--- src/rtl/d_victim_cache_array_if.sv ---
`default_nettype none
// ============================================================================
// Module   : d_victim_cache_array_if
// Brief    : Request/response/writeback bundle for the D-cache victim cache.
//            Optional stat_* signals exist only when D_VC_STATS_EN is defined.
// Revision : 1.0
// ============================================================================
interface d_victim_cache_array_if #(
  parameter int TAG_W  = 26,
  parameter int LINE_W = 128
);
  logic              req_valid_i;
  logic              req_ready_o;
  logic [1:0]        req_op_i;
  logic [TAG_W-1:0]  req_tag_i;
  logic [LINE_W-1:0] req_data_i;
  logic              req_dirty_i;
  logic              rsp_valid_o;
  logic              rsp_hit_o;
  logic [LINE_W-1:0] rsp_data_o;
  logic              rsp_dirty_o;
  logic              wb_valid_o;
  logic              wb_ready_i;
  logic [TAG_W-1:0]  wb_tag_o;
  logic [LINE_W-1:0] wb_data_o;
  logic              busy_o;
`ifdef D_VC_STATS_EN
  logic [31:0]       stat_hit_o;
  logic [31:0]       stat_miss_o;
  logic [31:0]       stat_wb_o;
`endif

  modport slave (
    input  req_valid_i, req_op_i, req_tag_i, req_data_i, req_dirty_i, wb_ready_i,
    output req_ready_o, rsp_valid_o, rsp_hit_o, rsp_data_o, rsp_dirty_o,
    output wb_valid_o, wb_tag_o, wb_data_o, busy_o
`ifdef D_VC_STATS_EN
    , output stat_hit_o, stat_miss_o, stat_wb_o
`endif
  );

  modport master (
    output req_valid_i, req_op_i, req_tag_i, req_data_i, req_dirty_i, wb_ready_i,
    input  req_ready_o, rsp_valid_o, rsp_hit_o, rsp_data_o, rsp_dirty_o,
    input  wb_valid_o, wb_tag_o, wb_data_o, busy_o
`ifdef D_VC_STATS_EN
    , input stat_hit_o, stat_miss_o, stat_wb_o
`endif
  );
endinterface
`default_nettype wire

--- src/rtl/d_victim_cache_array.sv ---
`default_nettype none
// ============================================================================
// Module   : d_victim_cache_array
// Brief    : Fully associative victim cache (tag/valid/dirty/data, round-robin
//            replacement, dirty writeback, flush). Optional hit/miss/writeback
//            counters when D_VC_STATS_EN is defined.
// Revision : 1.0
// ============================================================================
module d_victim_cache_array #(
  parameter int WAYS   = 4,
  parameter int TAG_W  = 26,
  parameter int LINE_W = 128
) (
  input  wire logic              clk_i,
  input  wire logic              rst_i,
  d_victim_cache_array_if.slave  bus
);
  localparam int WAY_W = $clog2(WAYS);
  localparam logic [WAY_W-1:0] c_LAST_WAY  = WAY_W'(WAYS - 1);
  localparam logic [1:0]       c_OP_LOOKUP = 2'b00;
  localparam logic [1:0]       c_OP_INSERT = 2'b01;
  localparam logic [1:0]       c_OP_FLUSH  = 2'b10;

  typedef enum logic [1:0] {
    S_IDLE       = 2'd0,
    S_WB_WAIT    = 2'd1,
    S_FLUSH_SCAN = 2'd2,
    S_FLUSH_WB   = 2'd3
  } state_t;

  state_t            r_state;
  logic [WAYS-1:0]   r_valid;
  logic [WAYS-1:0]   r_dirty;
  logic [TAG_W-1:0]  r_tag  [WAYS];
  logic [LINE_W-1:0] r_data [WAYS];
  logic [WAY_W-1:0]  r_ptr;
  logic [WAY_W-1:0]  r_scan;
  logic              r_rsp_valid;
  logic              r_rsp_hit;
  logic [LINE_W-1:0] r_rsp_data;
  logic              r_rsp_dirty;
  logic              r_wb_valid;
  logic [TAG_W-1:0]  r_wb_tag;
  logic [LINE_W-1:0] r_wb_data;

  logic              w_req_ready;
  logic              w_accept;
  logic              w_lookup;
  logic              w_insert;
  logic              w_flush;
  logic              w_hit;
  logic [WAY_W-1:0]  w_hit_idx;
  logic              w_free;
  logic [WAY_W-1:0]  w_free_idx;
  logic [WAY_W-1:0]  w_ins_way;
  logic              w_evict_dirty;
  logic              w_wb_done;

  assign w_req_ready = (r_state == S_IDLE) && !r_wb_valid;
  assign w_accept    = bus.req_valid_i && w_req_ready;
  assign w_lookup    = w_accept && (bus.req_op_i == c_OP_LOOKUP);
  assign w_insert    = w_accept && (bus.req_op_i == c_OP_INSERT);
  assign w_flush     = w_accept && (bus.req_op_i == c_OP_FLUSH);
  assign w_wb_done   = r_wb_valid && bus.wb_ready_i;

  // Descending scan so the lowest matching / free index wins.
  always_comb begin
    w_hit      = 1'b0;
    w_hit_idx  = '0;
    w_free     = 1'b0;
    w_free_idx = '0;
    for (int i = WAYS - 1; i >= 0; i--) begin
      if (r_valid[i] && (r_tag[i] == bus.req_tag_i)) begin
        w_hit     = 1'b1;
        w_hit_idx = WAY_W'(i);
      end
      if (!r_valid[i]) begin
        w_free     = 1'b1;
        w_free_idx = WAY_W'(i);
      end
    end
  end

  assign w_ins_way     = w_hit ? w_hit_idx : (w_free ? w_free_idx : r_ptr);
  assign w_evict_dirty = w_insert && !w_hit && !w_free && r_dirty[r_ptr];

  // Line storage is intentionally not reset; valid bits gate every use.
  always_ff @(posedge clk_i) begin
    if (w_insert) begin
      r_tag[w_ins_way]  <= bus.req_tag_i;
      r_data[w_ins_way] <= bus.req_data_i;
    end
  end

  always_ff @(posedge clk_i or posedge rst_i) begin
    if (rst_i) begin
      r_state     <= S_IDLE;
      r_valid     <= '0;
      r_dirty     <= '0;
      r_ptr       <= '0;
      r_scan      <= '0;
      r_rsp_valid <= 1'b0;
      r_rsp_hit   <= 1'b0;
      r_rsp_data  <= '0;
      r_rsp_dirty <= 1'b0;
      r_wb_valid  <= 1'b0;
      r_wb_tag    <= '0;
      r_wb_data   <= '0;
    end else begin
      r_rsp_valid <= 1'b0;
      r_rsp_hit   <= 1'b0;
      r_rsp_data  <= '0;
      r_rsp_dirty <= 1'b0;
      case (r_state)
        S_IDLE: begin
          if (w_lookup) begin
            r_rsp_valid <= 1'b1;
            if (w_hit) begin
              r_rsp_hit          <= 1'b1;
              r_rsp_data         <= r_data[w_hit_idx];
              r_rsp_dirty        <= r_dirty[w_hit_idx];
              r_valid[w_hit_idx] <= 1'b0;
            end
          end else if (w_insert) begin
            r_valid[w_ins_way] <= 1'b1;
            if (w_hit) begin
              r_dirty[w_ins_way] <= r_dirty[w_ins_way] | bus.req_dirty_i;
            end else begin
              r_dirty[w_ins_way] <= bus.req_dirty_i;
            end
            if (!w_hit && !w_free) begin
              r_ptr <= r_ptr + WAY_W'(1);
            end
            if (w_evict_dirty) begin
              r_wb_valid <= 1'b1;
              r_wb_tag   <= r_tag[r_ptr];
              r_wb_data  <= r_data[r_ptr];
              r_state    <= S_WB_WAIT;
            end
          end else if (w_flush) begin
            r_scan  <= '0;
            r_state <= S_FLUSH_SCAN;
          end
        end
        S_WB_WAIT: begin
          if (bus.wb_ready_i) begin
            r_wb_valid <= 1'b0;
            r_state    <= S_IDLE;
          end
        end
        S_FLUSH_SCAN: begin
          if (r_valid[r_scan] && r_dirty[r_scan]) begin
            r_wb_valid <= 1'b1;
            r_wb_tag   <= r_tag[r_scan];
            r_wb_data  <= r_data[r_scan];
            r_state    <= S_FLUSH_WB;
          end else begin
            r_valid[r_scan] <= 1'b0;
            r_dirty[r_scan] <= 1'b0;
            if (r_scan == c_LAST_WAY) begin
              r_ptr   <= '0;
              r_state <= S_IDLE;
            end else begin
              r_scan <= r_scan + WAY_W'(1);
            end
          end
        end
        S_FLUSH_WB: begin
          if (bus.wb_ready_i) begin
            r_wb_valid      <= 1'b0;
            r_valid[r_scan] <= 1'b0;
            r_dirty[r_scan] <= 1'b0;
            if (r_scan == c_LAST_WAY) begin
              r_ptr   <= '0;
              r_state <= S_IDLE;
            end else begin
              r_scan  <= r_scan + WAY_W'(1);
              r_state <= S_FLUSH_SCAN;
            end
          end
        end
        default: r_state <= S_IDLE;
      endcase
    end
  end

`ifdef D_VC_STATS_EN
  logic [31:0] r_stat_hit;
  logic [31:0] r_stat_miss;
  logic [31:0] r_stat_wb;

  always_ff @(posedge clk_i or posedge rst_i) begin
    if (rst_i) begin
      r_stat_hit  <= '0;
      r_stat_miss <= '0;
      r_stat_wb   <= '0;
    end else begin
      if (w_lookup && w_hit && (r_stat_hit != 32'hFFFF_FFFF)) begin
        r_stat_hit <= r_stat_hit + 32'd1;
      end
      if (w_lookup && !w_hit && (r_stat_miss != 32'hFFFF_FFFF)) begin
        r_stat_miss <= r_stat_miss + 32'd1;
      end
      if (w_wb_done && (r_stat_wb != 32'hFFFF_FFFF)) begin
        r_stat_wb <= r_stat_wb + 32'd1;
      end
    end
  end

  assign bus.stat_hit_o  = r_stat_hit;
  assign bus.stat_miss_o = r_stat_miss;
  assign bus.stat_wb_o   = r_stat_wb;
`else
  logic w_unused_wb_done;
  assign w_unused_wb_done = w_wb_done;
`endif

  assign bus.req_ready_o = w_req_ready;
  assign bus.rsp_valid_o = r_rsp_valid;
  assign bus.rsp_hit_o   = r_rsp_hit;
  assign bus.rsp_data_o  = r_rsp_data;
  assign bus.rsp_dirty_o = r_rsp_dirty;
  assign bus.wb_valid_o  = r_wb_valid;
  assign bus.wb_tag_o    = r_wb_tag;
  assign bus.wb_data_o   = r_wb_data;
  assign bus.busy_o      = (r_state != S_IDLE);

endmodule
`default_nettype wire

--- src/flat_wrapper.sv ---
// flat-port wrapper written by rule: the top's interface ports become plain ports
module d_victim_cache_array_flat 
#(
  parameter int WAYS   = 4,
  parameter int TAG_W  = 26,
  parameter int LINE_W = 128
)
  (clk_i, rst_i, bus_req_valid_i, bus_req_op_i, bus_req_tag_i, bus_req_data_i, bus_req_dirty_i, bus_wb_ready_i, bus_req_ready_o, bus_rsp_valid_o, bus_rsp_hit_o, bus_rsp_data_o, bus_rsp_dirty_o, bus_wb_valid_o, bus_wb_tag_o, bus_wb_data_o, bus_busy_o);
  d_victim_cache_array_if #(.TAG_W(TAG_W), .LINE_W(LINE_W)) bus_i ();
  input  wire logic clk_i;
  input  wire logic rst_i;
  input wire logic [$bits(bus_i.req_valid_i)-1:0] bus_req_valid_i;
  input wire logic [$bits(bus_i.req_op_i)-1:0] bus_req_op_i;
  input wire logic [$bits(bus_i.req_tag_i)-1:0] bus_req_tag_i;
  input wire logic [$bits(bus_i.req_data_i)-1:0] bus_req_data_i;
  input wire logic [$bits(bus_i.req_dirty_i)-1:0] bus_req_dirty_i;
  input wire logic [$bits(bus_i.wb_ready_i)-1:0] bus_wb_ready_i;
  output wire logic [$bits(bus_i.req_ready_o)-1:0] bus_req_ready_o;
  output wire logic [$bits(bus_i.rsp_valid_o)-1:0] bus_rsp_valid_o;
  output wire logic [$bits(bus_i.rsp_hit_o)-1:0] bus_rsp_hit_o;
  output wire logic [$bits(bus_i.rsp_data_o)-1:0] bus_rsp_data_o;
  output wire logic [$bits(bus_i.rsp_dirty_o)-1:0] bus_rsp_dirty_o;
  output wire logic [$bits(bus_i.wb_valid_o)-1:0] bus_wb_valid_o;
  output wire logic [$bits(bus_i.wb_tag_o)-1:0] bus_wb_tag_o;
  output wire logic [$bits(bus_i.wb_data_o)-1:0] bus_wb_data_o;
  output wire logic [$bits(bus_i.busy_o)-1:0] bus_busy_o;
  assign bus_i.req_valid_i = bus_req_valid_i;
  assign bus_i.req_op_i = bus_req_op_i;
  assign bus_i.req_tag_i = bus_req_tag_i;
  assign bus_i.req_data_i = bus_req_data_i;
  assign bus_i.req_dirty_i = bus_req_dirty_i;
  assign bus_i.wb_ready_i = bus_wb_ready_i;
  assign bus_req_ready_o = bus_i.req_ready_o;
  assign bus_rsp_valid_o = bus_i.rsp_valid_o;
  assign bus_rsp_hit_o = bus_i.rsp_hit_o;
  assign bus_rsp_data_o = bus_i.rsp_data_o;
  assign bus_rsp_dirty_o = bus_i.rsp_dirty_o;
  assign bus_wb_valid_o = bus_i.wb_valid_o;
  assign bus_wb_tag_o = bus_i.wb_tag_o;
  assign bus_wb_data_o = bus_i.wb_data_o;
  assign bus_busy_o = bus_i.busy_o;
  d_victim_cache_array #(.WAYS(WAYS), .TAG_W(TAG_W), .LINE_W(LINE_W)) u_core (.clk_i(clk_i), .rst_i(rst_i), .bus(bus_i));
endmodule
--- config.mk ---
export PLATFORM = sky130hd
export DESIGN_NAME = d_victim_cache_array_flat
export DESIGN_NICKNAME = d
export VERILOG_FILES = /design/src/rtl/d_victim_cache_array_if.sv /design/src/rtl/d_victim_cache_array.sv /design/src/flat_wrapper.sv
export SDC_FILE = /design/constraint.sdc
export NUM_CORES = 2
export LEC_CHECK = 0
export CAP_MARGIN = 10
export CORE_MARGIN = 2
export CORE_UTILIZATION = 40
export CTS_CLUSTER_SIZE = 8
export DETAILED_ROUTE_END_ITERATION = 12
export GPL_ROUTABILITY_DRIVEN = 0
export PLACE_DENSITY = 0.6
export SLEW_MARGIN = 30
export SYNTH_ARGS = -nofsm -noshare
export SYNTH_HDL_FRONTEND = slang
export SYNTH_SLANG_ARGS = --single-unit
--- constraint.sdc ---
create_clock -name clk_i -period 14.55 [get_ports clk_i]
set_clock_uncertainty 0.15 [all_clocks]
set_input_delay 2.1825 -clock clk_i [delete_from_list [all_inputs] [get_ports clk_i]]
set_output_delay 2.1825 -clock clk_i [all_outputs]
set_load 0.05 [all_outputs]
==> flow_summary.yaml <==
outcome:
  status: "complete, no violations"
placed_design:
  port_buffers: 448
  post-place-ws_ns: 7.38
  detailed_place_hpwl_um: 77300
detailed_routing:
  drt.antenna.violating_nets: 0
  avgViaCountPerCell: 6.09
  avgRoutedWirePerCell_um: 29.3
  detailroute.via_count: 27600
  drt_first_pass_iters: 5
  routed_wirelength_um: 133000
  drt_first_iter_violations: 2545
  drt_drc_violations_left: 0
cts:
  ctsLongestPathBuffers: 3
  cts_tree: "yes"
  cts.reportedPaths.clkPinSlew_ns: 0.05
  ctsHoldBuffers: 0
  total_number_of_clock_tree_sinks: 916
  cts_inserted_buffers: 133
  post_cts.resized_instances: 0
  clock_latency_ns: 0.74
  clockRootBuffer: "sky130_fd_sc_hd__clkbuf_16"
  number_of_buffers_added_for_setup_after_cts: 0
  h_tree_lvls: 4
synthesis:
  syn_nets: 2773
  synth_flop_cell: "sky130_fd_sc_hd__edfxtp_1"
  synth_area_sq_mm: 0.0426
  synth_enable_flop_cells: 616
  yosysUniqueCellTypes: 64
  synthArstFlopShare_pct: 32.8
  flops_latches_synth: 916
  seq_area_frac_synth_pct: 61.0
  ys_warn_count: 0
  postSynthAreaPerCell_sq_um: 16.3
  postSynthCellCount: 2608
finish:
  final_nets: 3183
  fillers: 8741
  drive_gt1_share_pct: 18.9
  mostFrequentLayoutCell: "sky130_fd_sc_hd__edfxtp_1"
  area_growth_syn_to_layout_pct: 23.3
  final_cell_mix: "sky130_fd_sc_hd__edfxtp_1, sky130_fd_sc_hd__clkdlybuf4s50_1, sky130_fd_sc_hd__a21oi_1"
floorplan:
  die-height_um: 330
  design.die.area_sq_mm: 0.109
  core_area_sq_mm: 0.106
  initial_utilization_pct: 40.4
  row_count: 119
  die_width_um: 330
  design.portCount: 449
worst_setup_path:
  cp.arrival_ns: 6.72
  critPathKind: "input port to flip-flop"
  critPathRequiredTime_ns: 14.74
  critical_path.endpoint_type: "flip-flop"
  capture_point_of_the_worst_path: "u_core.r_tag[3][5]$_DFFE_PP_"
  timing.rr.start: "u_core.r_state[1]$_DFFE_PP0P_"
  worstPathMaxFanout: 51
  rrSetupSlack_ns: 9.44
  crit-reg2reg-capture: "u_core.r_data[1][93]$_DFFE_PP_"
  startpoint: "bus_req_tag_i[16]"
  startpoint_type: "input port"
  worst_r2r_path_depth: 8
timing:
  timing_max_transition_violations_final: 0
  setup_viol: 0
  slew_headroom_pct: 34.2
  finalCriticalPeriod_ns: 6.53
  setup_total_negative_slack_ns: 0
  setup_slack_ns: 8.02
  post-route-period-util_pct: 44.9
  final.hold.worst_slack_ns: 0.374
  worst-slew-pin-transition_ns: 0.987
  rsz0062_at_grt: "false"
  maxClockFrequency_ghz: 0.153
  finalHoldViolations: 0
pwr:
  irDropWorstVdd_uv: 179
  power.density_mw_per_mm2: 187
  post-layout-total-power_w: 0.00983
  power_leakage_nw: 17.4
run:
  max-cap-violations: 0
global_route:
  gr-total-overflow: 0
  grt_usage_pct: 24.1
  antenna_found_initial: 23
  grt_max_degree: 156
  grt_pass1_wl_um: 194000
  first_global_vias: 28800
hold_path:
  hold_path.class: "flip-flop to flip-flop"
-- critical path, cell delays in order --
cell and delay (ns):
sky130_fd_sc_hd__clkdlybuf4s50_1 0.64, sky130_fd_sc_hd__xnor2_1 0.36, sky130_fd_sc_hd__nand4_1 0.15, sky130_fd_sc_hd__nor4_1 0.70
sky130_fd_sc_hd__and2_1 0.29, sky130_fd_sc_hd__o211a_1 0.33, sky130_fd_sc_hd__nand2_1 0.22, sky130_fd_sc_hd__nor2_4 0.23
sky130_fd_sc_hd__buf_4 0.70, sky130_fd_sc_hd__buf_4 0.82
-- synthesized netlist by cell type (4+ instances only) --
master,instances,share of area (%)
sky130_fd_sc_hd__edfxtp_1,616,43
sky130_fd_sc_hd__a21oi_1,315,3.7
sky130_fd_sc_hd__mux4_2,309,16
sky130_fd_sc_hd__dfrtp_1,300,18
sky130_fd_sc_hd__mux2i_1,284,6.7
sky130_fd_sc_hd__clkbuf_1,137,1.2
sky130_fd_sc_hd__o22ai_1,130,1.9
sky130_fd_sc_hd__xnor2_1,82,1.7
sky130_fd_sc_hd__a22oi_1,68,1.2
sky130_fd_sc_hd__a22oi_2,60,1.8
sky130_fd_sc_hd__nand4_1,38,0.56
sky130_fd_sc_hd__buf_1,28,0.25
sky130_fd_sc_hd__buf_2,27,0.32
sky130_fd_sc_hd__nand2_1,24,0.21
sky130_fd_sc_hd__xor2_1,22,0.45
sky130_fd_sc_hd__nor2_1,17,0.15
sky130_fd_sc_hd__buf_6,14,0.37
sky130_fd_sc_hd__nor4_1,14,0.21
sky130_fd_sc_hd__inv_1,13,0.11
sky130_fd_sc_hd__buf_4,12,0.21
sky130_fd_sc_hd__o21ai_0,10,0.12
sky130_fd_sc_hd__a31oi_1,6,0.088
sky130_fd_sc_hd__and2_1,5,0.073
sky130_fd_sc_hd__nand3_1,5,0.059
sky130_fd_sc_hd__nor3_1,5,0.059
sky130_fd_sc_hd__and3_1,4,0.059
sky130_fd_sc_hd__ha_1,4,0.12
sky130_fd_sc_hd__nor2b_1,4,0.059
sky130_fd_sc_hd__or4_1,4,0.070
-- cell families (layout without fill, tap and decap cells) --
| family | Yosys count | in the layout | synth area share, % |
|---|---|---|---|
| AOI/OAI and AO/OA | 614 | 614 | 9.28 |
| xor gates and xnor gates | 105 | 105 | 2.17 |
| adders and majority gates | 4 | 4 | 0.117 |
| buffers and inverters | 234 | 755 | 2.53 |
| DFF | 916 | 916 | 61.0 |
| muxes | 597 | 597 | 23.1 |
| other | 0 | 9 | 0 |
| and+or+nand+nor | 138 | 138 | 1.81 |
-- power breakdown --
part / switching (W) / internal [W] / total, W
sequential: 0.000272 / 0.00305 / 0.00332
clock: 0.00117 / 0.00178 / 0.00295
combinational: 0.00215 / 0.00141 / 0.00356
-- metal layers --
metal	GRT usage [%]	wire [um]
met5	0	146
met4	8.69	3730
met3	5.20	10100
met2	39.6	65900
met1	31.8	53000
-- registers in the layout, summed over array words and instances, names as in the netlist --
name / count
u_core.bus.rsp_dirty_o: 1
u_core.r_state: 2
u_core.bus.wb_valid_o: 1
u_core.bus.rsp_data_o: 128
u_core.r_scan: 2
u_core.r_valid: 4
u_core.r_dirty: 4
u_core.bus.rsp_valid_o: 1
u_core.r_data: 512
u_core.bus.wb_data_o: 128
u_core.r_ptr: 2
u_core.bus.rsp_hit_o: 1
u_core.bus.wb_tag_o: 26
u_core.r_tag: 104
-- stage by stage --
stage / cells / instance area [sq um] / utilization (%)
final: 4529 / 52600 / 49.8
after global placement: 4269 / 48300 / 45.8
after global routing: 4529 / 52600 / 49.8
after floorplan: 2608 / 42600 / -
after detailed placement: 4270 / 48400 / 45.9
after CTS: 4516 / 52400 / 49.7
-- layout make-up --
class                   count  area [sq um]  area share, %
flip-flops and latches    916         26000           49.5
multi-input cells        1458         15700           29.8
repair buffers            495          5050           9.61
clock buffers             232          3770           7.18
well taps                1391          1740           3.31
clock inverters            14           250          0.476
inverters                  14          60.1          0.114
diodes                      9          22.5         0.0428
-- how the worst min path moves through the flow --
stage | startpoint | to | slack (ns) | cells past startpoint
detailed placement | u_core.bus.wb_data_o[19]$_DFFE_PP0P_ | u_core.bus.wb_data_o[19]$_DFFE_PP0P_ | 0.37 | 2
global placement | u_core.r_state[0]$_DFFE_PP0P_ | u_core.r_state[1]$_DFFE_PP0P_ | 0.36 | 1
global route | u_core.bus.wb_data_o[60]$_DFFE_PP0P_ | u_core.bus.wb_data_o[60]$_DFFE_PP0P_ | 0.40 | 2
floorplan | u_core.r_state[0]$_DFFE_PP0P_ | u_core.r_state[1]$_DFFE_PP0P_ | 0.34 | 1
CTS | u_core.bus.wb_data_o[65]$_DFFE_PP0P_ | u_core.bus.wb_data_o[65]$_DFFE_PP0P_ | 0.38 | 2
finish | u_core.bus.wb_data_o[107]$_DFFE_PP0P_ | u_core.bus.wb_data_o[107]$_DFFE_PP0P_ | 0.37 | 2
(Power assumes the default switching activity.)
